File: config.mk
export PLATFORM = sky130hd
export DESIGN_NAME = mvm_noc_arbiter_flat
export DESIGN_NICKNAME = d
export VERILOG_FILES = /design/src/rtl/mvm_noc_arbiter_if.sv /design/src/rtl/mvm_noc_arbiter.sv /design/src/flat_wrapper.sv
export SDC_FILE = /design/constraint.sdc
export NUM_CORES = 1
export LEC_CHECK = 0
export BUFFER_PORTS_ARGS = -buffer_cell sky130_fd_sc_hd__buf_4
export CORE_AREA = 2 2 428 430
export DETAILED_ROUTE_END_ITERATION = 6
export DIE_AREA = 0 0 430 432
export PLACE_DENSITY = 0.3
export SLEW_MARGIN = 20
export SYNTH_ARGS = -nofsm -noshare
export SYNTH_HDL_FRONTEND = slang
export SYNTH_SLANG_ARGS = --single-unit
File: constraint.sdc
create_clock -name clk -period 4.46 [get_ports clk]
set_input_delay 0.446 -clock clk [delete_from_list [all_inputs] [get_ports clk]]
set_output_delay 0.446 -clock clk [all_outputs]
set_load 0.02 [all_outputs]
File: src/rtl/mvm_noc_arbiter_if.sv
// Bundles every requester, AXIS_S, AXIS_M and response signal of mvm_noc_arbiter.
// slave modport: the arbiter's view. master modport: the requester/NoC side (testbench).
// Requester vectors are packed, with requester i at [i*W +: W].
interface mvm_noc_arbiter_if #(
    parameter int NREQ  = 4,
    parameter int DATAW = 128,
    parameter int IDW   = 4,
    parameter int DESTW = 12,
    parameter int USERW = 75
);
    logic [NREQ-1:0]       req_valid;
    logic [NREQ-1:0]       req_ready;
    logic [NREQ*DATAW-1:0] req_data;
    logic [NREQ*DESTW-1:0] req_dest;
    logic [NREQ*2-1:0]     req_op;

    logic                  axis_s_tvalid;
    logic                  axis_s_tready;
    logic [DATAW-1:0]      axis_s_tdata;
    logic [IDW-1:0]        axis_s_tid;
    logic [DESTW-1:0]      axis_s_tdest;
    logic [USERW-1:0]      axis_s_tuser;
    logic                  axis_s_tlast;

    logic                  axis_m_tvalid;
    logic                  axis_m_tready;
    logic [DATAW-1:0]      axis_m_tdata;
    logic [IDW-1:0]        axis_m_tid;

    logic [NREQ-1:0]       rsp_valid;
    logic [NREQ-1:0]       rsp_ready;
    logic [DATAW-1:0]      rsp_data;

    logic [NREQ*4-1:0]     outstanding;
    logic                  err_sticky;

    modport slave (
        input  req_valid, req_data, req_dest, req_op,
        output req_ready,
        output axis_s_tvalid, axis_s_tdata, axis_s_tid, axis_s_tdest, axis_s_tuser, axis_s_tlast,
        input  axis_s_tready,
        input  axis_m_tvalid, axis_m_tdata, axis_m_tid,
        output axis_m_tready,
        output rsp_valid, rsp_data,
        input  rsp_ready,
        output outstanding, err_sticky
    );

    modport master (
        output req_valid, req_data, req_dest, req_op,
        input  req_ready,
        input  axis_s_tvalid, axis_s_tdata, axis_s_tid, axis_s_tdest, axis_s_tuser, axis_s_tlast,
        output axis_s_tready,
        output axis_m_tvalid, axis_m_tdata, axis_m_tid,
        input  axis_m_tready,
        input  rsp_valid, rsp_data,
        output rsp_ready,
        input  outstanding, err_sticky
    );
endinterface

File: src/rtl/mvm_noc_arbiter.sv
// Round-robin arbiter sharing the mvm_noc AXIS slave port among NREQ requesters; routes responses back by TID.
// Latency: grant to axis_s_tvalid 1 cycle, one packet/cycle sustained; response path is combinational.
// Backpressure: tready=0 holds the packet register and all req_ready low; requesters at MAXOUT credits are skipped.
// Ports: clk, reset (async, active-high), bus (mvm_noc_arbiter_if.slave) carrying requester,
// AXIS_S, AXIS_M, per-requester response, outstanding-count and err_sticky signals.
module mvm_noc_arbiter #(
    parameter int NREQ   = 4,
    parameter int DATAW  = 128,
    parameter int IDW    = 4,
    parameter int DESTW  = 12,
    parameter int USERW  = 75,
    parameter int MAXOUT = 4
) (
    input  logic clk,
    input  logic reset,
    mvm_noc_arbiter_if.slave bus
);
    typedef enum logic {S_IDLE, S_SEND} state_t;

    state_t           state_q;
    logic [DATAW-1:0] tdata_q;
    logic [IDW-1:0]   tid_q;
    logic [DESTW-1:0] tdest_q;
    logic [1:0]       op_q;
    logic [IDW-1:0]   last_q;

    logic [3:0]       cnt_q [NREQ];
    logic [3:0]       cnt_d [NREQ];
    logic             err_q, err_d;

    logic [NREQ-1:0]  elig;
    logic [NREQ-1:0]  gnt_oh;
    logic [NREQ-1:0]  rsp_vld_c;
    logic [NREQ-1:0]  rsp_acc;
    logic             cap_ok;
    logic             gnt_vld;
    logic [IDW-1:0]   gnt_idx;
    logic             m_rdy_c;
    logic             tid_ok;
    logic [DATAW-1:0] sel_data;
    logic [DESTW-1:0] sel_dest;
    logic [1:0]       sel_op;
    logic [USERW-1:0] tuser_c;
    logic [NREQ*4-1:0] outstanding_c;

    assign cap_ok = (state_q == S_IDLE) || bus.axis_s_tready;

    always_comb begin
        for (int i = 0; i < NREQ; i++) begin
            elig[i] = bus.req_valid[i] && (cnt_q[i] < 4'(MAXOUT));
        end
    end

    // Rotating priority: lowest eligible index above last grant wins, otherwise
    // wrap around to the lowest eligible index at or below it. Scanning downward
    // and overwriting leaves the lowest match in each pass.
    always_comb begin
        gnt_vld = 1'b0;
        gnt_idx = '0;
        for (int i = NREQ - 1; i >= 0; i--) begin
            if (elig[i] && (i > int'(last_q))) begin
                gnt_vld = 1'b1;
                gnt_idx = IDW'(i);
            end
        end
        if (!gnt_vld) begin
            for (int i = NREQ - 1; i >= 0; i--) begin
                if (elig[i] && (i <= int'(last_q))) begin
                    gnt_vld = 1'b1;
                    gnt_idx = IDW'(i);
                end
            end
        end
        gnt_vld = gnt_vld && cap_ok;
    end

    // One-hot grant doubles as the AND-OR select for the payload mux.
    always_comb begin
        sel_data = '0;
        sel_dest = '0;
        sel_op   = '0;
        for (int i = 0; i < NREQ; i++) begin
            gnt_oh[i] = gnt_vld && (gnt_idx == IDW'(i));
            sel_data  = sel_data | ({DATAW{gnt_oh[i]}} & bus.req_data[i*DATAW +: DATAW]);
            sel_dest  = sel_dest | ({DESTW{gnt_oh[i]}} & bus.req_dest[i*DESTW +: DESTW]);
            sel_op    = sel_op   | ({2{gnt_oh[i]}}     & bus.req_op[i*2 +: 2]);
        end
    end

    assign bus.req_ready = gnt_oh;

    // Output stage: a single packet register.
    always_ff @(posedge clk or posedge reset) begin
        if (reset) begin
            state_q <= S_IDLE;
            tdata_q <= '0;
            tid_q   <= '0;
            tdest_q <= '0;
            op_q    <= '0;
            last_q  <= IDW'(NREQ - 1);
        end else if (cap_ok) begin
            if (gnt_vld) begin
                state_q <= S_SEND;
                tdata_q <= sel_data;
                tid_q   <= gnt_idx;
                tdest_q <= sel_dest;
                op_q    <= sel_op;
                last_q  <= gnt_idx;
            end else begin
                state_q <= S_IDLE;
            end
        end
    end

    always_comb begin
        tuser_c       = '0;
        tuser_c[10:9] = op_q;
    end

    assign bus.axis_s_tvalid = (state_q == S_SEND);
    assign bus.axis_s_tlast  = (state_q == S_SEND);
    assign bus.axis_s_tdata  = tdata_q;
    assign bus.axis_s_tid    = tid_q;
    assign bus.axis_s_tdest  = tdest_q;
    assign bus.axis_s_tuser  = tuser_c;

    // Response demux. An out-of-range TID matches no requester, so tready
    // stays at its default of 1 and the beat is swallowed.
    assign tid_ok = int'(bus.axis_m_tid) < NREQ;

    always_comb begin
        rsp_vld_c = '0;
        m_rdy_c   = 1'b1;
        for (int i = 0; i < NREQ; i++) begin
            if (bus.axis_m_tid == IDW'(i)) begin
                rsp_vld_c[i] = bus.axis_m_tvalid;
                m_rdy_c      = bus.rsp_ready[i];
            end
            rsp_acc[i] = rsp_vld_c[i] && bus.rsp_ready[i];
        end
    end

    assign bus.rsp_valid     = rsp_vld_c;
    assign bus.axis_m_tready = m_rdy_c;
    assign bus.rsp_data      = bus.axis_m_tdata;

    // Credit counters: a simultaneous grant and response cancel out; a response
    // to a requester with nothing in flight is flagged and the count holds at 0.
    always_comb begin
        err_d = err_q || (bus.axis_m_tvalid && !tid_ok);
        for (int i = 0; i < NREQ; i++) begin
            cnt_d[i] = cnt_q[i];
            if (gnt_oh[i] && !rsp_acc[i]) begin
                cnt_d[i] = cnt_q[i] + 4'd1;
            end else if (!gnt_oh[i] && rsp_acc[i] && (cnt_q[i] != 4'd0)) begin
                cnt_d[i] = cnt_q[i] - 4'd1;
            end
            if (rsp_acc[i] && (cnt_q[i] == 4'd0)) begin
                err_d = 1'b1;
            end
        end
    end

    always_ff @(posedge clk or posedge reset) begin
        if (reset) begin
            err_q <= 1'b0;
            for (int i = 0; i < NREQ; i++) begin
                cnt_q[i] <= '0;
            end
        end else begin
            err_q <= err_d;
            for (int i = 0; i < NREQ; i++) begin
                cnt_q[i] <= cnt_d[i];
            end
        end
    end

    always_comb begin
        for (int i = 0; i < NREQ; i++) begin
            outstanding_c[i*4 +: 4] = cnt_q[i];
        end
    end

    assign bus.outstanding = outstanding_c;
    assign bus.err_sticky  = err_q;
endmodule

File: src/flat_wrapper.sv
// flat-port wrapper written by rule: the top's interface ports become plain ports
module mvm_noc_arbiter_flat 
#(
    parameter int NREQ   = 4,
    parameter int DATAW  = 128,
    parameter int IDW    = 4,
    parameter int DESTW  = 12,
    parameter int USERW  = 75,
    parameter int MAXOUT = 4
)
  (clk, reset, bus_req_valid, bus_req_data, bus_req_dest, bus_req_op, bus_req_ready, bus_axis_s_tvalid, bus_axis_s_tdata, bus_axis_s_tid, bus_axis_s_tdest, bus_axis_s_tuser, bus_axis_s_tlast, bus_axis_s_tready, bus_axis_m_tvalid, bus_axis_m_tdata, bus_axis_m_tid, bus_axis_m_tready, bus_rsp_valid, bus_rsp_data, bus_rsp_ready, bus_outstanding, bus_err_sticky);
  mvm_noc_arbiter_if #(.NREQ(NREQ), .DATAW(DATAW), .IDW(IDW), .DESTW(DESTW), .USERW(USERW)) bus_i ();
  input  logic clk;
  input  logic reset;
  input wire logic [$bits(bus_i.req_valid)-1:0] bus_req_valid;
  input wire logic [$bits(bus_i.req_data)-1:0] bus_req_data;
  input wire logic [$bits(bus_i.req_dest)-1:0] bus_req_dest;
  input wire logic [$bits(bus_i.req_op)-1:0] bus_req_op;
  output wire logic [$bits(bus_i.req_ready)-1:0] bus_req_ready;
  output wire logic [$bits(bus_i.axis_s_tvalid)-1:0] bus_axis_s_tvalid;
  output wire logic [$bits(bus_i.axis_s_tdata)-1:0] bus_axis_s_tdata;
  output wire logic [$bits(bus_i.axis_s_tid)-1:0] bus_axis_s_tid;
  output wire logic [$bits(bus_i.axis_s_tdest)-1:0] bus_axis_s_tdest;
  output wire logic [$bits(bus_i.axis_s_tuser)-1:0] bus_axis_s_tuser;
  output wire logic [$bits(bus_i.axis_s_tlast)-1:0] bus_axis_s_tlast;
  input wire logic [$bits(bus_i.axis_s_tready)-1:0] bus_axis_s_tready;
  input wire logic [$bits(bus_i.axis_m_tvalid)-1:0] bus_axis_m_tvalid;
  input wire logic [$bits(bus_i.axis_m_tdata)-1:0] bus_axis_m_tdata;
  input wire logic [$bits(bus_i.axis_m_tid)-1:0] bus_axis_m_tid;
  output wire logic [$bits(bus_i.axis_m_tready)-1:0] bus_axis_m_tready;
  output wire logic [$bits(bus_i.rsp_valid)-1:0] bus_rsp_valid;
  output wire logic [$bits(bus_i.rsp_data)-1:0] bus_rsp_data;
  input wire logic [$bits(bus_i.rsp_ready)-1:0] bus_rsp_ready;
  output wire logic [$bits(bus_i.outstanding)-1:0] bus_outstanding;
  output wire logic [$bits(bus_i.err_sticky)-1:0] bus_err_sticky;
  assign bus_i.req_valid = bus_req_valid;
  assign bus_i.req_data = bus_req_data;
  assign bus_i.req_dest = bus_req_dest;
  assign bus_i.req_op = bus_req_op;
  assign bus_req_ready = bus_i.req_ready;
  assign bus_axis_s_tvalid = bus_i.axis_s_tvalid;
  assign bus_axis_s_tdata = bus_i.axis_s_tdata;
  assign bus_axis_s_tid = bus_i.axis_s_tid;
  assign bus_axis_s_tdest = bus_i.axis_s_tdest;
  assign bus_axis_s_tuser = bus_i.axis_s_tuser;
  assign bus_axis_s_tlast = bus_i.axis_s_tlast;
  assign bus_i.axis_s_tready = bus_axis_s_tready;
  assign bus_i.axis_m_tvalid = bus_axis_m_tvalid;
  assign bus_i.axis_m_tdata = bus_axis_m_tdata;
  assign bus_i.axis_m_tid = bus_axis_m_tid;
  assign bus_axis_m_tready = bus_i.axis_m_tready;
  assign bus_rsp_valid = bus_i.rsp_valid;
  assign bus_rsp_data = bus_i.rsp_data;
  assign bus_i.rsp_ready = bus_rsp_ready;
  assign bus_outstanding = bus_i.outstanding;
  assign bus_err_sticky = bus_i.err_sticky;
  mvm_noc_arbiter #(.NREQ(NREQ), .DATAW(DATAW), .IDW(IDW), .DESTW(DESTW), .USERW(USERW), .MAXOUT(MAXOUT)) u_core (.clk(clk), .reset(reset), .bus(bus_i));
endmodule
Word level (Yosys, flattened, before mapping)
Cells that the tools add are included.

word-level totals
  input bits = 712
  register bits after elaboration = 168
  memories kept = 0
  bits in writable memories = 0
  word-level logic and storage cells = 157
  output and inout port bits = 375
  memory bits (read-only) = 0
  latch bits = 0

operators by class
  muxes and demuxes = 37
  $lt $le $gt $ge = 11
  shifts and indexed selects = 0
  divide/modulo/power cells = 0
  bitwise logic cells = 22
  add/subtract/negate cells = 8
  $mul = 0
  equal/unequal tests = 6
  reduce and logical (&&, ||, !) cells = 62

operators with widths
  kind                                                                             count
  128-bit bitwise AND                                                              4
  128-bit OR                                                                       3
  12-bit bitwise AND                                                               4
  1-bit logical AND                                                                36
  4-bit 2-to-1 mux                                                                 9
  12-bit OR                                                                        3
  4-bit zero test                                                                  6
  1-bit 2-to-1 mux                                                                 21
  4-bit by 3-bit < comparator with 1-bit output (second input constant)            5
  4-bit by 1-bit adder with 4-bit output (second input constant)                   4
  4-bit by 2-bit == test with 1-bit output (second input constant)                 4
  4-bit nonzero test                                                               4
  4-bit by 1-bit subtractor with 4-bit output (second input constant)              4
  2-bit 2-to-1 mux                                                                 7
  1-bit zero test                                                                  9
  2-bit bitwise AND                                                                4
  4-bit by 1-bit == test with 1-bit output (second input constant)                 2
  2-bit by 4-bit greater-than comparator with 1-bit output (first input constant)  2
  2-bit by 4-bit <= comparator with 1-bit output (first input constant)            2
  2-bit nonzero test                                                               4
  2-bit OR                                                                         3
  1-bit by 4-bit greater-than comparator with 1-bit output (first input constant)  1
  1-bit by 4-bit <= comparator with 1-bit output (first input constant)            1
  1-bit logical OR                                                                 2
  2 further kinds                                                                  2

Depth between registers and ports, before layout
Gate-level depths: netlist of run 1.

  word-level depth = 18
  depth in mapped cells = 11
  depth with buffers taken out = 10

Worst setup path after synthesis of run 1
No wires, ideal clock.

  kind = reg2reg
  from = register u_core.cnt_q (netlist bit u_core.bus.outstanding[15])
  to = register u_core.cnt_q (netlist bit u_core.bus.outstanding[7])
  arrival time = 2.967 ns
  clock period less this slack = 3.117 ns
  data required time = 4.310 ns
  path buffers = 1
  cell stages (with the launch flop) = 12
  library setup time = 0.150 ns
  setup slack = 1.343 ns
  cells stage by stage = dfrtp_1 > or4b_1 > o22a_1 > and3_1 > buf_2 > or3_1 > ha_1 > a21o_1 > a21o_1 > o21a_1 > o21ai_0 > o311ai_0

between the ends
  cells in the longest elaborated chain, start to end = 17
  elaborated cells between the ends (all ways) = 29
  classes of those cells = order compare: 1; eq/ne: 1; mux: 17; reduce/logical: 10

ends and longest elaborated chain
  element                                          RTL line                RTL
  from (decl)                                      mvm_noc_arbiter.sv:27   logic [3:0] cnt_q [NREQ];
  from (signal, indexed assignment)                mvm_noc_arbiter.sv:173  cnt_q[i] <= cnt_d[i];
  4-bit by 3-bit < comparator with 1-bit output *  mvm_noc_arbiter.sv:50   elig[i] = bus.req_valid[i] && (cnt_q[i] < 4'(MAXOUT));
  1-bit logical AND *                              mvm_noc_arbiter.sv:50
  1-bit logical AND                                mvm_noc_arbiter.sv:61   if (elig[i] && (i > int'(last_q))) begin
  2-bit 2-to-1 mux (3 in a row)                    mvm_noc_arbiter.sv:61
  2-bit 2-to-1 mux (4 in a row)                    mvm_noc_arbiter.sv:68   if (elig[i] && (i <= int'(last_q))) begin
  4-bit 2-to-1 mux                                 mvm_noc_arbiter.sv:66   if (!gnt_vld) begin
  4-bit by 1-bit == test with 1-bit output         mvm_noc_arbiter.sv:83   gnt_oh[i] = gnt_vld && (gnt_idx == IDW'(i));
  1-bit logical AND *                              mvm_noc_arbiter.sv:83
  1-bit zero test                                  mvm_noc_arbiter.sv:155  end else if (!gnt_oh[i] && rsp_acc[i] && (cnt_q[i] != 4'd0)) begin
  1-bit logical AND (2 in a row)                   mvm_noc_arbiter.sv:155
  2-bit nonzero test (no source line)              -

Every way passes the cells marked *; elsewhere a longest branch is shown, timed or not.
A chain may end at the register's enable or synchronous reset.

Worst setup path in the final report of run 1
  from = register u_core.cnt_q (netlist bit u_core.bus.outstanding[11])
  to = output port bus_req_ready[1]

between the ends
  cells in the longest elaborated chain, start to end = 12
  elaborated cells between the ends (all ways) = 20
  classes of those cells = order compare: 1; eq/ne: 1; mux: 13; reduce/logical: 5

ends and longest elaborated chain
  element                                          RTL line               RTL
  4-bit by 3-bit < comparator with 1-bit output *  mvm_noc_arbiter.sv:50
  1-bit logical AND *                              mvm_noc_arbiter.sv:50
  1-bit logical AND                                mvm_noc_arbiter.sv:61
  2-bit 2-to-1 mux (2 in a row)                    mvm_noc_arbiter.sv:61
  2-bit 2-to-1 mux (4 in a row)                    mvm_noc_arbiter.sv:68
  4-bit 2-to-1 mux                                 mvm_noc_arbiter.sv:66
  4-bit by 1-bit == test with 1-bit output         mvm_noc_arbiter.sv:83
  1-bit logical AND *                              mvm_noc_arbiter.sv:83
  to (decl)                                        flat_wrapper.sv:19     output wire logic [$bits(bus_i.req_ready)-1:0] bus_req_ready;

Marks and branches as above.

==> impl.org, run 1 <==
** Run status
- Status :: finished clean

** Worst setup path
- Data arrives at the worst endpoint at 3.29 ns.
- STA classifies the critical path endpoint as a primary output.
- Of all nets on the critical path, the largest fanout is 52.
- Start-to-end type of the worst setup path :: flop to primary output
- For the worst setup path, the data required time is 4.01 ns.
- STA classifies the critical path startpoint as a flop.

** Clock network
- Number of hold buffers added after cts :: 1
- TritonCTS created 17 clock buffers.
- Maximum number of buffers from clock root to sink :: 2
- The tree is rooted in a sky130_fd_sc_hd__clkbuf_16.
- Number of H-tree levels :: 4
- Number of gates resized after CTS :: 0
- Clock network latency to the later pin of the worst-skew pair :: 0.54 ns
- The clock net in this run drives a total of 164 sinks.
- TritonCTS clock tree :: built
- After clock tree synthesis, the clock-pin slew on the worst setup and hold paths is 0.09 ns.
- Post CTS Setup Buffer Count :: 0

** Timing
- Headroom to the max-slew limit :: 42.8%
- Final Max Slew Viols :: 0
- The clock period could shrink to 3.73 ns.
- Clock skew on the completed layout was measured at 0.0196 ns.
- Post-route setup TNS :: 0 ns
- Final setup fails :: 0
- Measured slew at the worst slew-check pin :: 0.855 ns
- For this run, the top clock speed supported by timing is 268 MHz.
- Number of endpoints with negative hold slack in the final report :: 0
- Final period util :: 83.7%
- Setup repair after global routing missed its margin :: no

** Run
- Count of max-cap constraint violations :: 0

** Pwr
- After layout, the design draws a total of 0.0127 W.
- The worst-case IR drop observed on VDD is 344 uV.
- Power per cell area :: 645 nW/um^2
- Per report_power, the clock group accounts for 15.0% of the total.
- Registers are responsible for 22.9% of the overall power.
- In this run switching power makes up 51.2% of total power.
- Leakage power of the design :: 7.87 nW
- Share of power burned in combinational logic :: 62.1%
- Internal power summed over all cells :: 0.00620 W
- Summed over all nets, the switching power comes to 0.00649 W.

** GRT
- Largest net degree at the start of global routing :: 98
- Number of global-route vias before repair :: 12509
- Initial antenna violation count :: 27
- All-Layer GR Usage :: 10.1%
- The first global-routing pass estimated 124000 um of wire.
- Grt ovf :: 0

** Floorplan
- For this design the top-level I/O count stands at 1087.
- Vert. Die Dim :: 432 um
- The floorplan step set the die width to 430 um.
- Core Footprint :: 182000 um^2
- Effective utilization at floorplan :: 6.43%
- The floorplan has 157 rows.
- The die covers 186000 um^2.

** Logic synthesis
- In the synthesized netlist the dominant register cell turns out to be sky130_fd_sc_hd__dfrtp_1.
- Yosys printed 0 warnings.
- Summing every instance area after synthesis gives 11700 um^2.
- Async set or reset register ratio after synthesis :: 100%
- Of the synthesized area, sequential elements account for 35.1%.
- Post-synthesis area per instance :: 8.94 um^2
- Flops & latches, synth :: 164
- In this run, distinct cell masters in the synthesized netlist total 60.
- The synthesized design contains 0 enable-type register cells.
- Cells after synthesis :: 1308

** Detailed routing
- After detailed routing, the number of remaining DRC violations is 0.
- Average wire per cell in the routed design :: 22.7 um
- For this block, the routed nets add up to 97100 um of wire.
- Before antenna repair, the detailed router went through 5 iterations.
- DRC marker count from the first detailed-route iteration :: 708
- In this run the remaining antenna-violating nets after routing total 0.
- Via count :: 12299
- Vias per std cell :: 2.87

** Finish
- Utilization of the core after routing :: 10.8%
- At the end of the flow, the number of nets in the layout was 2603.
- The area growth from synthesis to layout is 68.5%.
- Leaving out filler cells and counting taps, the final layout contains 4281.
- Footprint of the multi-input gates :: 5960 um^2
- Sequential Area :: 4110 um^2
- Fill count :: 21088
- In the final layout, the share of cells above drive strength 1 is 43.9%.

** Place
- In this run, placement finished with an instance count of 4244.
- Detailed placement HPWL :: 79700 um
- Routability-driven placement congestion ratio :: 0.789
- During placement, the flow inserted port buffers numbering 755.

** Worst hold path
- Hold Path Class :: primary input to flop
layout make-up:
type	count	area share, %
clock inverter	15	1.20
inverter	4	0.0953
clock buffer	17	2.16
timing repair buffer	778	30.2
antenna	4	0.0508
tap	2385	15.2
multi-input combinational	914	30.2
sequential	164	20.9
cells by family after synthesis:
kind of cell    count (synthesis)  synth area share (%)
mux                           147                  12.8
compound gates                469                  25.5
xor+xnor                        6                 0.450
buf+inv                       304                  16.6
fa+ha+maj                      12                  1.54
flops                         164                  35.1
simple gates                  205                  7.95
other cells                     1                0.0321
layer usage:
layer / global-route usage, % / up-vias / wire length [um] / share of wire, %
met3: 5.28 / 144 / 10100 / 10
met2: 15.7 / 544 / 45100 / 46
met1: 11.9 / 5976 / 39400 / 41
li1: - / 5601 / - / -
met5: 2.45 / - / 819 / 0.84
met4: 2.26 / 34 / 1600 / 1.6
cells in the final DEF (no fill, tap or decap), types with 5 or more instances in the layout:
master	instances
sky130_fd_sc_hd__nor2_1	8
sky130_fd_sc_hd__conb_1	75
sky130_fd_sc_hd__xor2_1	5
sky130_fd_sc_hd__clkbuf_16	17
sky130_fd_sc_hd__nor4_1	5
sky130_fd_sc_hd__o2bb2ai_1	142
sky130_fd_sc_hd__a21oi_1	288
sky130_fd_sc_hd__mux2i_1	142
sky130_fd_sc_hd__buf_12	9
sky130_fd_sc_hd__nand3_1	5
sky130_fd_sc_hd__buf_4	768
sky130_fd_sc_hd__a21o_1	6
sky130_fd_sc_hd__and2_1	5
sky130_fd_sc_hd__inv_6	7
sky130_fd_sc_hd__o21ai_0	8
sky130_fd_sc_hd__bufinv_16	5
sky130_fd_sc_hd__dfrtp_1	162
sky130_fd_sc_hd__ha_1	8
sky130_fd_sc_hd__nand2_1	152
worst max-delay path: stages, from the launching register on:
cell                      delay, ns
sky130_fd_sc_hd__dfrtp_1       0.44
sky130_fd_sc_hd__nor3b_2       0.48
sky130_fd_sc_hd__o32a_1        0.32
sky130_fd_sc_hd__and3_4        0.44
sky130_fd_sc_hd__buf_4         0.63
sky130_fd_sc_hd__nor2_1        0.21
sky130_fd_sc_hd__buf_4         0.22
Yosys cell counts, types with 3 or more instances:
cell / number / area share [%]
sky130_fd_sc_hd__o2bb2ai_1: 142 / 11
sky130_fd_sc_hd__nand3_1: 6 / 0.26
sky130_fd_sc_hd__a22o_1: 4 / 0.30
sky130_fd_sc_hd__buf_1: 10 / 0.32
sky130_fd_sc_hd__inv_1: 4 / 0.13
sky130_fd_sc_hd__xor2_1: 5 / 0.37
sky130_fd_sc_hd__clkbuf_1: 59 / 1.9
sky130_fd_sc_hd__buf_2: 27 / 1.2
sky130_fd_sc_hd__buf_4: 204 / 13
sky130_fd_sc_hd__a21oi_1: 288 / 12
sky130_fd_sc_hd__a21o_1: 6 / 0.39
sky130_fd_sc_hd__mux2_2: 3 / 0.29
sky130_fd_sc_hd__and2_1: 5 / 0.27
sky130_fd_sc_hd__and3_1: 3 / 0.16
sky130_fd_sc_hd__dfrtp_1: 162 / 35
sky130_fd_sc_hd__nand2_1: 152 / 4.9
sky130_fd_sc_hd__o21ai_0: 8 / 0.34
sky130_fd_sc_hd__fa_1: 4 / 0.69
sky130_fd_sc_hd__nor4_1: 5 / 0.27
sky130_fd_sc_hd__nor2_1: 8 / 0.26
sky130_fd_sc_hd__ha_1: 8 / 0.86
sky130_fd_sc_hd__mux2i_1: 142 / 12
sky130_fd_sc_hd__o21ai_1: 4 / 0.17
sky130_fd_sc_hd__or3_1: 3 / 0.16
final timing paths:
kind,slack (ns),from,depth (start not counted),end
setup reg to reg,0.98,u_core.bus.outstanding[7]$_DFFE_PP0P_,10,u_core.bus.outstanding[7]$_DFFE_PP0P_
hold reg to reg,0.48,u_core.bus.err_sticky$_DFF_PP0_,2,u_core.bus.err_sticky$_DFF_PP0_
hold / removal,0.20,bus_req_data[290],3,u_core.bus.axis_s_tdata[34]$_DFFE_PP0P_
setup / recovery,0.73,u_core.bus.outstanding[11]$_DFFE_PP0P_,6,bus_req_ready[1]
min in group asynchronous,0.50,reset,3,u_core.bus.axis_s_tdest[8]$_DFFE_PP0P_
max in group asynchronous,3.00,reset,4,u_core.bus.axis_s_tdest[1]$_DFFE_PP0P_
stage by stage:
stage	area (um^2)	worst slack, ns	hold slack [ns]
2_1_floorplan	12000	1.34	0.494
3_3_place_gp	19000	0.887	0.480
3_5_place_dp	19000	0.976	0.469
4_1_cts	19700	0.551	0.124
5_1_grt	19700	0.437	0.165
6_report	19700	0.726	0.202
power groups by stage:
stage / Combinational, W / Clock, W / Sequential [W]
3_3_place_gp: 0.00812 / 0 / 0.00292
4_1_cts: 0.00814 / 0.00203 / 0.00290
3_5_place_dp: 0.00812 / 0 / 0.00292
2_1_floorplan: 0.00369 / 0 / 0.00360
6_report: 0.00789 / 0.00190 / 0.00290
5_1_grt: 0.00854 / 0.00207 / 0.00300
sequential cells by signal (all words and copies together) (netlist names):
| signal | cells |
|---|---|
| u_core.bus.axis_s_tdata | 128 |
| u_core.bus.outstanding | 16 |
| u_core.bus.axis_s_tdest | 12 |
| u_core.bus.axis_s_tid | 2 |
| u_core.last_q | 2 |
| u_core.op_q | 2 |
| u_core.bus.axis_s_tlast | 1 |
| u_core.bus.err_sticky | 1 |
(Power assumes the default switching activity.)
==> run 2: changes to the inputs <==
--- a/config.mk
+++ b/config.mk
@@ -6,9 +6,9 @@
 export NUM_CORES = 1
 export LEC_CHECK = 0
 export BUFFER_PORTS_ARGS = -buffer_cell sky130_fd_sc_hd__buf_4
-export CORE_AREA = 2 2 428 430
+export CORE_AREA = 2 2 429 431
 export DETAILED_ROUTE_END_ITERATION = 6
-export DIE_AREA = 0 0 430 432
+export DIE_AREA = 0 0 431 433
 export PLACE_DENSITY = 0.3
 export SLEW_MARGIN = 20
 export SYNTH_ARGS = -nofsm -noshare
==> constraint.sdc (replaced) <==
create_clock -name clk -period 3.6 [get_ports clk]
set_input_delay 0.36 -clock clk [delete_from_list [all_inputs] [get_ports clk]]
set_output_delay 0.36 -clock clk [all_outputs]
set_load 0.02 [all_outputs]
==> run 2 against run 1 <==
Net effect: global-route usage about the same; first-iteration DRC count fell by 17%; worst hold slack worse by 0.082 ns; die area grew 0.46%; non-clock buffer count rose by 20; design area increased by 0.37%; critical endpoint is now u_core.bus.outstanding[7]$_DFFE_PP0P_; critical path depth is 4 higher; register-to-register slack worse by 0.77 ns.
==> impl.org, run 2 (synthesized netlist as in run 1, its figures left out) <==
** GRT
- The number of global-route vias before repair came to 12636.
- Largest net degree at the start of global routing :: 95
- All-Layer GR Usage :: 10.1%
- The first global-routing pass estimated 125000 um of wire.
- The initial antenna violation count was 45.
- The total overflow left after global routing is 0.

** Timing
- For the pin with the worst max-slew slack, the measured transition is 1.01 ns.
- Final critical path time including I/O delays and setup :: 3.39 ns
- The final-report max-slew violation count was 0.
- Number of endpoints with negative hold slack in the final report :: 0
- Headroom to the max-slew limit :: 32.5%
- Setup clock skew after layout :: 0.0232 ns
- Adding up every negative setup slack in the final design gives 0 ns.
- Setup repair after global routing left no endpoint under its margin.
- Timing would allow up to 295 MHz.
- Final setup fails :: 0
- In the finished design, the share of the clock period the worst path needs comes to 94.3%.

** Detailed routing
- DRC marker count from the first detailed-route iteration :: 588
- Total DRC errors in the routed layout :: 0
- DRT Pass-1 Iters :: 4
- The final route contains 12527 vias.
- Vias per std cell :: 2.91
- Number of nets with antenna violations after routing :: 0
- Final routed wirelength across all metal layers :: 97400 um
- Average wire per cell in the routed design :: 22.7 um

** Place
- The congestion estimate from routability-driven global placement came to 0.793.
- Port Buffer Count :: 755
- Detailed placement HPWL :: 81700 um
- In this run, placement finished with an instance count of 4264.
- Summing all placed instances gives a cell area of 19200 um^2.

** Floorplan
- Count of pins on the block boundary :: 1087
- Horizontal extent of the die :: 431 um
- In this run the core area contains 157 standard-cell rows.
- In this run the vertical extent of the chip is 433 um.
- Overall die area :: 187000 um^2
- For this configuration, the core starts out at a cell density of 6.42%.
- Core Footprint :: 182000 um^2

** Worst setup path
- STA puts the critical path data required time at 3.99 ns.
- Along the worst path, the maximum fanout reaches 5.
- Start of the worst register-to-register path :: u_core.bus.outstanding[7]$_DFFE_PP0P_
- Data arrival at the endpoint of the critical path :: 3.79 ns
- Crit. End Element :: flop
- The number of cells on the worst reg-to-reg path is 10.
- Start-to-end type of the worst setup path :: flop to flop
- Type of element launching the critical path :: flop
- The worst register-to-register path ends at u_core.bus.outstanding[7]$_DFFE_PP0P_.
- Minimum setup slack among reg-to-reg paths :: 0.21 ns

** Clock network
- In this run the number of H-tree levels came out at 4.
- Clk slew on worst S/H paths :: 0.10 ns
- Post CTS Setup Buffer Count :: 0
- TritonCTS built the clock tree.
- Clock latency on the worst-skew pair, taken at its later pin, is 0.55 ns.
- Clock buffers created by TritonCTS :: 17
- The clock net in this run drives a total of 164 sinks.
- The clock passes through at most 2 buffers.
- Cell chosen for the clock root :: sky130_fd_sc_hd__clkbuf_16

** Finish
- For this run, the share of the core covered by cells in the final layout is 10.9%.
- The register with the most flip-flops in the layout has 128 of them.
- The library cells used most frequently in the layout, excluding fill and tap cells, are 784 x sky130_fd_sc_hd__buf_4, 288 x sky130_fd_sc_hd__a21oi_1, 162 x sky130_fd_sc_hd__dfrtp_1.
- After filler insertion, the fill cell instance count of the layout stands at 21112.
- Excluding fillers, the count of instances in the completed layout stands at 4298.
- Area grow syn2layout :: 69.1%
- Leaving out fill and tap cells, the most frequent cell in the layout is sky130_fd_sc_hd__buf_4.
- Proportion of layout cells with a drive suffix above 1 :: 44.4%
- Final Net Count :: 2623
- Post-route cell area :: 19800 um^2

** Worst hold path
- The path with the worst hold slack has its endpoint at u_core.bus.axis_s_tdata[109]$_DFFE_PP0P_.
- The worst hold path was traced through 3 stages.
- Startpoint of the worst hold path :: bus_req_data[493]
- In this run the worst hold path is classified as primary input to flop.

** Pwr
- Leakage power of the design :: 7.93 nW
- Peak supply drop :: 611 uV
- In this run the power density over the cells is 785 nW/um^2.

** Run
- Across the run, the number of max-cap violations was 0.

** Run status
- Status :: finished clean
## run 2: stage by stage
step                      total power [W]  hold slack [ns]  worst slack (ns)
after floorplan                   0.00902            0.494             0.483
after global placement             0.0139            0.480            0.0863
after detailed placement           0.0138            0.469             0.166
after CTS                          0.0160           0.0409             0.107
after global routing               0.0166           0.0693           0.00311
final                              0.0155            0.120             0.207
## run 2: area by class of cell
cell class                      instances  area, um^2  share of cell area (%)
Timing Repair Buffer                  798        6150                    31.1
Clock buffer                           19         453                    2.29
Multi-Input combinational cell        914        5960                    30.1
Clock inverter                         12        95.1                   0.481
Inverter                                4        18.8                  0.0950
Tap cell                             2385        2980                    15.1
Sequential cell                       164        4110                    20.8
Antenna cell                            2        5.00                  0.0253
## run 2: what timing repair did
action                                  CTS  global route
resized for setup                         1             0
hold buffers                              1             0
hold endpoints to repair                 14             0
endpoints found under the setup margin    1             0
## run 2: worst max path at each step
| stage | endpoint | startpoint | slack [ns] | cells after the start |
|---|---|---|---|---|
| global placement | u_core.bus.outstanding[7]$_DFFE_PP0P_ | bus_req_valid[1] | 0.09 | 11 |
| CTS | bus_req_ready[1] | u_core.bus.outstanding[11]$_DFFE_PP0P_ | 0.11 | 6 |
| detailed placement | u_core.bus.outstanding[7]$_DFFE_PP0P_ | bus_req_valid[1] | 0.17 | 11 |
| finish | u_core.bus.outstanding[7]$_DFFE_PP0P_ | u_core.bus.outstanding[7]$_DFFE_PP0P_ | 0.21 | 10 |
| global route | u_core.bus.outstanding[7]$_DFFE_PP0P_ | u_core.bus.outstanding[7]$_DFFE_PP0P_ | 0.003 | 10 |
| floorplan | u_core.bus.outstanding[7]$_DFFE_PP0P_ | u_core.bus.outstanding[15]$_DFFE_PP0P_ | 0.48 | 11 |
## run 2: per-layer routing
layer	wire (um)	part of all wire (%)	GRT usage, %
met1	36400	37	11.0
met2	47000	48	16.5
met3	11000	11	5.67
met4	2240	2.3	2.69
met5	767	0.79	1.74
## run 2: worst max-delay path: stages (launching register included)
cell,delay (ns)
sky130_fd_sc_hd__dfrtp_1,0.38
sky130_fd_sc_hd__or3b_1,0.42
sky130_fd_sc_hd__o32ai_1,0.70
sky130_fd_sc_hd__o21ai_4,0.21
sky130_fd_sc_hd__or3_1,0.47
sky130_fd_sc_hd__ha_1,0.31
sky130_fd_sc_hd__a21o_1,0.18
sky130_fd_sc_hd__a21o_1,0.19
sky130_fd_sc_hd__o21a_1,0.10
sky130_fd_sc_hd__o21ai_0,0.14
sky130_fd_sc_hd__o311ai_0,0.15
## run 2: power breakdown
part / leakage, nW / total [W] / switching (W) / internal (W)
clock network: 0.267 / 0.00200 / 0.00107 / 0.000927
logic: 5.84 / 0.00995 / 0.00618 / 0.00377
registers: 1.82 / 0.00356 / 0.000755 / 0.00280
total: 7.93 / 0.0155 / 0.00801 / 0.00750
==> run 3: changes to the inputs <==
--- a/config.mk
+++ b/config.mk
@@ -6,10 +6,13 @@
 export NUM_CORES = 1
 export LEC_CHECK = 0
 export BUFFER_PORTS_ARGS = -buffer_cell sky130_fd_sc_hd__buf_4
-export CORE_AREA = 2 2 429 431
+export CELL_PAD_IN_SITES_DETAIL_PLACEMENT = 2
+export CELL_PAD_IN_SITES_GLOBAL_PLACEMENT = 2
+export CORE_AREA = 2 2 426 428
+export CTS_BUF_LIST = sky130_fd_sc_hd__clkbuf_4 sky130_fd_sc_hd__clkbuf_8
 export DETAILED_ROUTE_END_ITERATION = 6
-export DIE_AREA = 0 0 431 433
-export PLACE_DENSITY = 0.3
+export DIE_AREA = 0 0 428 430
+export PLACE_DENSITY = 0.39
 export SLEW_MARGIN = 20
 export SYNTH_ARGS = -nofsm -noshare
 export SYNTH_HDL_FRONTEND = slang
==> run 3 against run 2 <==
Net effect: design area up 25%; global-route usage up 1.1 points; total power is 19% higher; worst setup slack got worse by 0.051 ns; sequential cell count did not move; combinational power is 33% higher; first-iteration DRC count decreased by 8.7%; fmax decreased by 1.5%; routed wire length rose by 11%; non-clock buffer count rose by 495; utilization is 2.9 points higher; highest routed layer unchanged.
==> impl.org, run 3 (synthesized netlist as in run 1, its figures left out) <==
** Run status
- Status :: finished clean

** GRT
- Entering global routing, the biggest net connects 92 pins.
- The initial antenna violation count is 27.
- Number of global-route vias before repair :: 16399
- In the global route stage, overall resource usage came out at 11.2%.
- Global-route wire length before repair :: 141000 um
- Grt ovf :: 0

** Clock network
- Clock network latency to the later pin of the worst-skew pair :: 0.67 ns
- Number of H-tree levels :: 4
- TritonCTS built the clock tree.
- The tree is rooted in a sky130_fd_sc_hd__clkbuf_8.
- After clock tree synthesis, the clock-pin slew on the worst setup and hold paths is 0.13 ns.
- The longest clock path from root to sink contains 2 buffers.
- Clock buffers created by TritonCTS :: 17
- TritonCTS Sinks :: 164

** Timing
- Post-Route Hold Slack :: 0.133 ns
- The worst pin sits at a relative slew slack of 40.4%.
- Setup violations remaining at the end of the flow were counted as 0.
- Measured slew at the worst slew-check pin :: 0.883 ns
- Based on the critical path, the design can be clocked at up to 290 MHz.
- The final-report max-slew violation count is 0.
- Number of endpoints with negative hold slack in the final report :: 0
- Post-route setup TNS :: 0 ns
- Final period util :: 95.7%
- Final critical path time including I/O delays and setup :: 3.44 ns
- Setup clock skew after layout :: 0.0399 ns

** Detailed routing
- Average wire per cell in the routed design :: 22.7 um
- Number of nets with antenna violations after routing :: 0
- Final routed wirelength across all metal layers :: 108000 um
- In the routed design, unresolved DRC markers number 0.
- Vias per std cell :: 3.05
- The first routing iteration left 537 violations.
- Via count :: 14576
- For this run, the detailed router's first-pass iteration total came to 4.

** Worst setup path
- The worst setup path is launched from a flop.
- The worst setup path is captured at a flop.
- Data arrives at the worst endpoint at 3.97 ns.
- Biggest fanout along the worst timing path :: 19
- Required time worst endpoint :: 4.13 ns
- The worst setup path is of the flop to flop kind.

** Finish
- Final Net Count :: 3118
- Largest register FFs :: 128
- Post-route cell area :: 24700 um^2
- Proportion of layout cells with a drive suffix above 1 :: 36.5%
- Utilization of the core after routing :: 13.8%
- Commonest cells after routing, fill and taps aside :: 793 x sky130_fd_sc_hd__buf_4, 475 x sky130_fd_sc_hd__dlygate4sd3_1, 285 x sky130_fd_sc_hd__a21oi_1
- Non-filler cells in the finished layout :: 4782
- The library cell used most frequently in the layout, excluding fill and tap cells, is sky130_fd_sc_hd__buf_4.
- Area grow syn2layout :: 112%

** Floorplan
- Measured along the y axis, the die boundary spans 430 um.
- Core Footprint :: 180000 um^2
- Overall die area :: 184000 um^2
- After floorplanning, the core was divided into 156 placement rows.
- Count of pins on the block boundary :: 1087
- Horizontal extent of the die :: 428 um
- Effective utilization at floorplan :: 6.50%

** Pwr
- Peak supply drop :: 446 uV
- The analysis attributes to cell leakage a power of 10.0 nW.
- Power per cell area :: 747 nW/um^2

** Place
- After legalization and detailed placement, the total HPWL measured 81800 um.
- Port buffering added 755 buffers.
- Placed instance area :: 19200 um^2
- Counting tap cells, the placed design contains a total of 4244 instances.
- Routability-driven placement congestion ratio :: 0.792

** Worst hold path
- Hold Path Class :: primary input to flop

** Run
- Count of max-cap constraint violations :: 0
==> run 3: changes by cell type in the layout (fill, tap and decap cells not counted), moves of 7 or more <==
| cell | previous run | this run |
|---|---|---|
| sky130_fd_sc_hd__clkbuf_16 | 17 | 6 |
| sky130_fd_sc_hd__buf_12 | 12 | 5 |
| sky130_fd_sc_hd__dlygate4sd3_1 | 1 | 475 |
| sky130_fd_sc_hd__buf_16 | 0 | 7 |
| sky130_fd_sc_hd__buf_4 | 784 | 793 |
| sky130_fd_sc_hd__clkbuf_8 | 2 | 19 |
==> run 3: area by class of cell <==
class | count | area, um^2
tap | 2370 | 2970
multi-input combinational | 914 | 5990
clock inverter | 12 | 121
antenna | 5 | 12.5
sequential | 164 | 4110
timing repair buffer | 1293 | 11300
clock buffer | 20 | 269
inverter | 4 | 18.8
fill | 21026 | 155000
==> run 3: worst paths after layout <==
path	startpoint	to	depth (start not counted)	slack [ns]
max in group asynchronous	reset	u_core.bus.outstanding[15]$_DFFE_PP0P_	4	2.32
min in group asynchronous	reset	u_core.bus.axis_s_tdata[56]$_DFFE_PP0P_	3	0.27
max reg2reg	u_core.bus.outstanding[15]$_DFFE_PP0P_	u_core.bus.axis_s_tdata[124]$_DFFE_PP0P_	9	0.16
max	u_core.bus.outstanding[15]$_DFFE_PP0P_	u_core.bus.axis_s_tdata[124]$_DFFE_PP0P_	9	0.16
min	bus_req_data[84]	u_core.bus.axis_s_tdata[84]$_DFFE_PP0P_	4	0.13
min reg2reg	u_core.bus.outstanding[3]$_DFFE_PP0P_	u_core.bus.outstanding[3]$_DFFE_PP0P_	1	0.54
==> run 3: routing by layer <==
metal,GRT usage [%],part of all wire [%]
met5,2.68,0.64
met4,2.68,1.6
met3,5.30,8.8
met2,19.2,50
met1,12.1,39
==> run 3: repair_timing <==
| action | 4_1_cts | 5_1_grt |
|---|---|---|
| pin swaps | 1 | 5 |
| endpoints found under the setup margin | 2 | 33 |
| endpoints found under the hold margin | 159 | 0 |
| cloned | 1 | 6 |
| setup buffers | 1 | 18 |
| hold buffers | 475 | 0 |
| resized for setup | 2 | 22 |
==> run 3: stage by stage <==
step	setup WS (ns)	power, W
finish	0.156	0.0185
global route	-0.0197	0.0199
CTS	0.00850	0.0183
detailed placement	0.254	0.0140
global placement	0.231	0.0140
floorplan	0.483	0.00902
==> run 3: power breakdown <==
part | switching, W | total (W) | internal (W)
clock | 0.00105 | 0.00165 | 0.000601
sequential | 0.000810 | 0.00360 | 0.00279
combinational | 0.00703 | 0.0132 | 0.00621
total | 0.00888 | 0.0185 | 0.00961
==> run 3: worst max-delay path, stage by stage (launching register included) <==
cell and delay, ns:
sky130_fd_sc_hd__dfrtp_2 0.46, sky130_fd_sc_hd__or3b_2 0.49, sky130_fd_sc_hd__a211o_1 0.35, sky130_fd_sc_hd__nand3_4 0.18, sky130_fd_sc_hd__buf_16 0.20, sky130_fd_sc_hd__buf_16 0.19, sky130_fd_sc_hd__mux2i_1 0.21, sky130_fd_sc_hd__dlygate4sd3_1 0.57
sky130_fd_sc_hd__a21oi_1 0.06, sky130_fd_sc_hd__dlygate4sd3_1 0.57
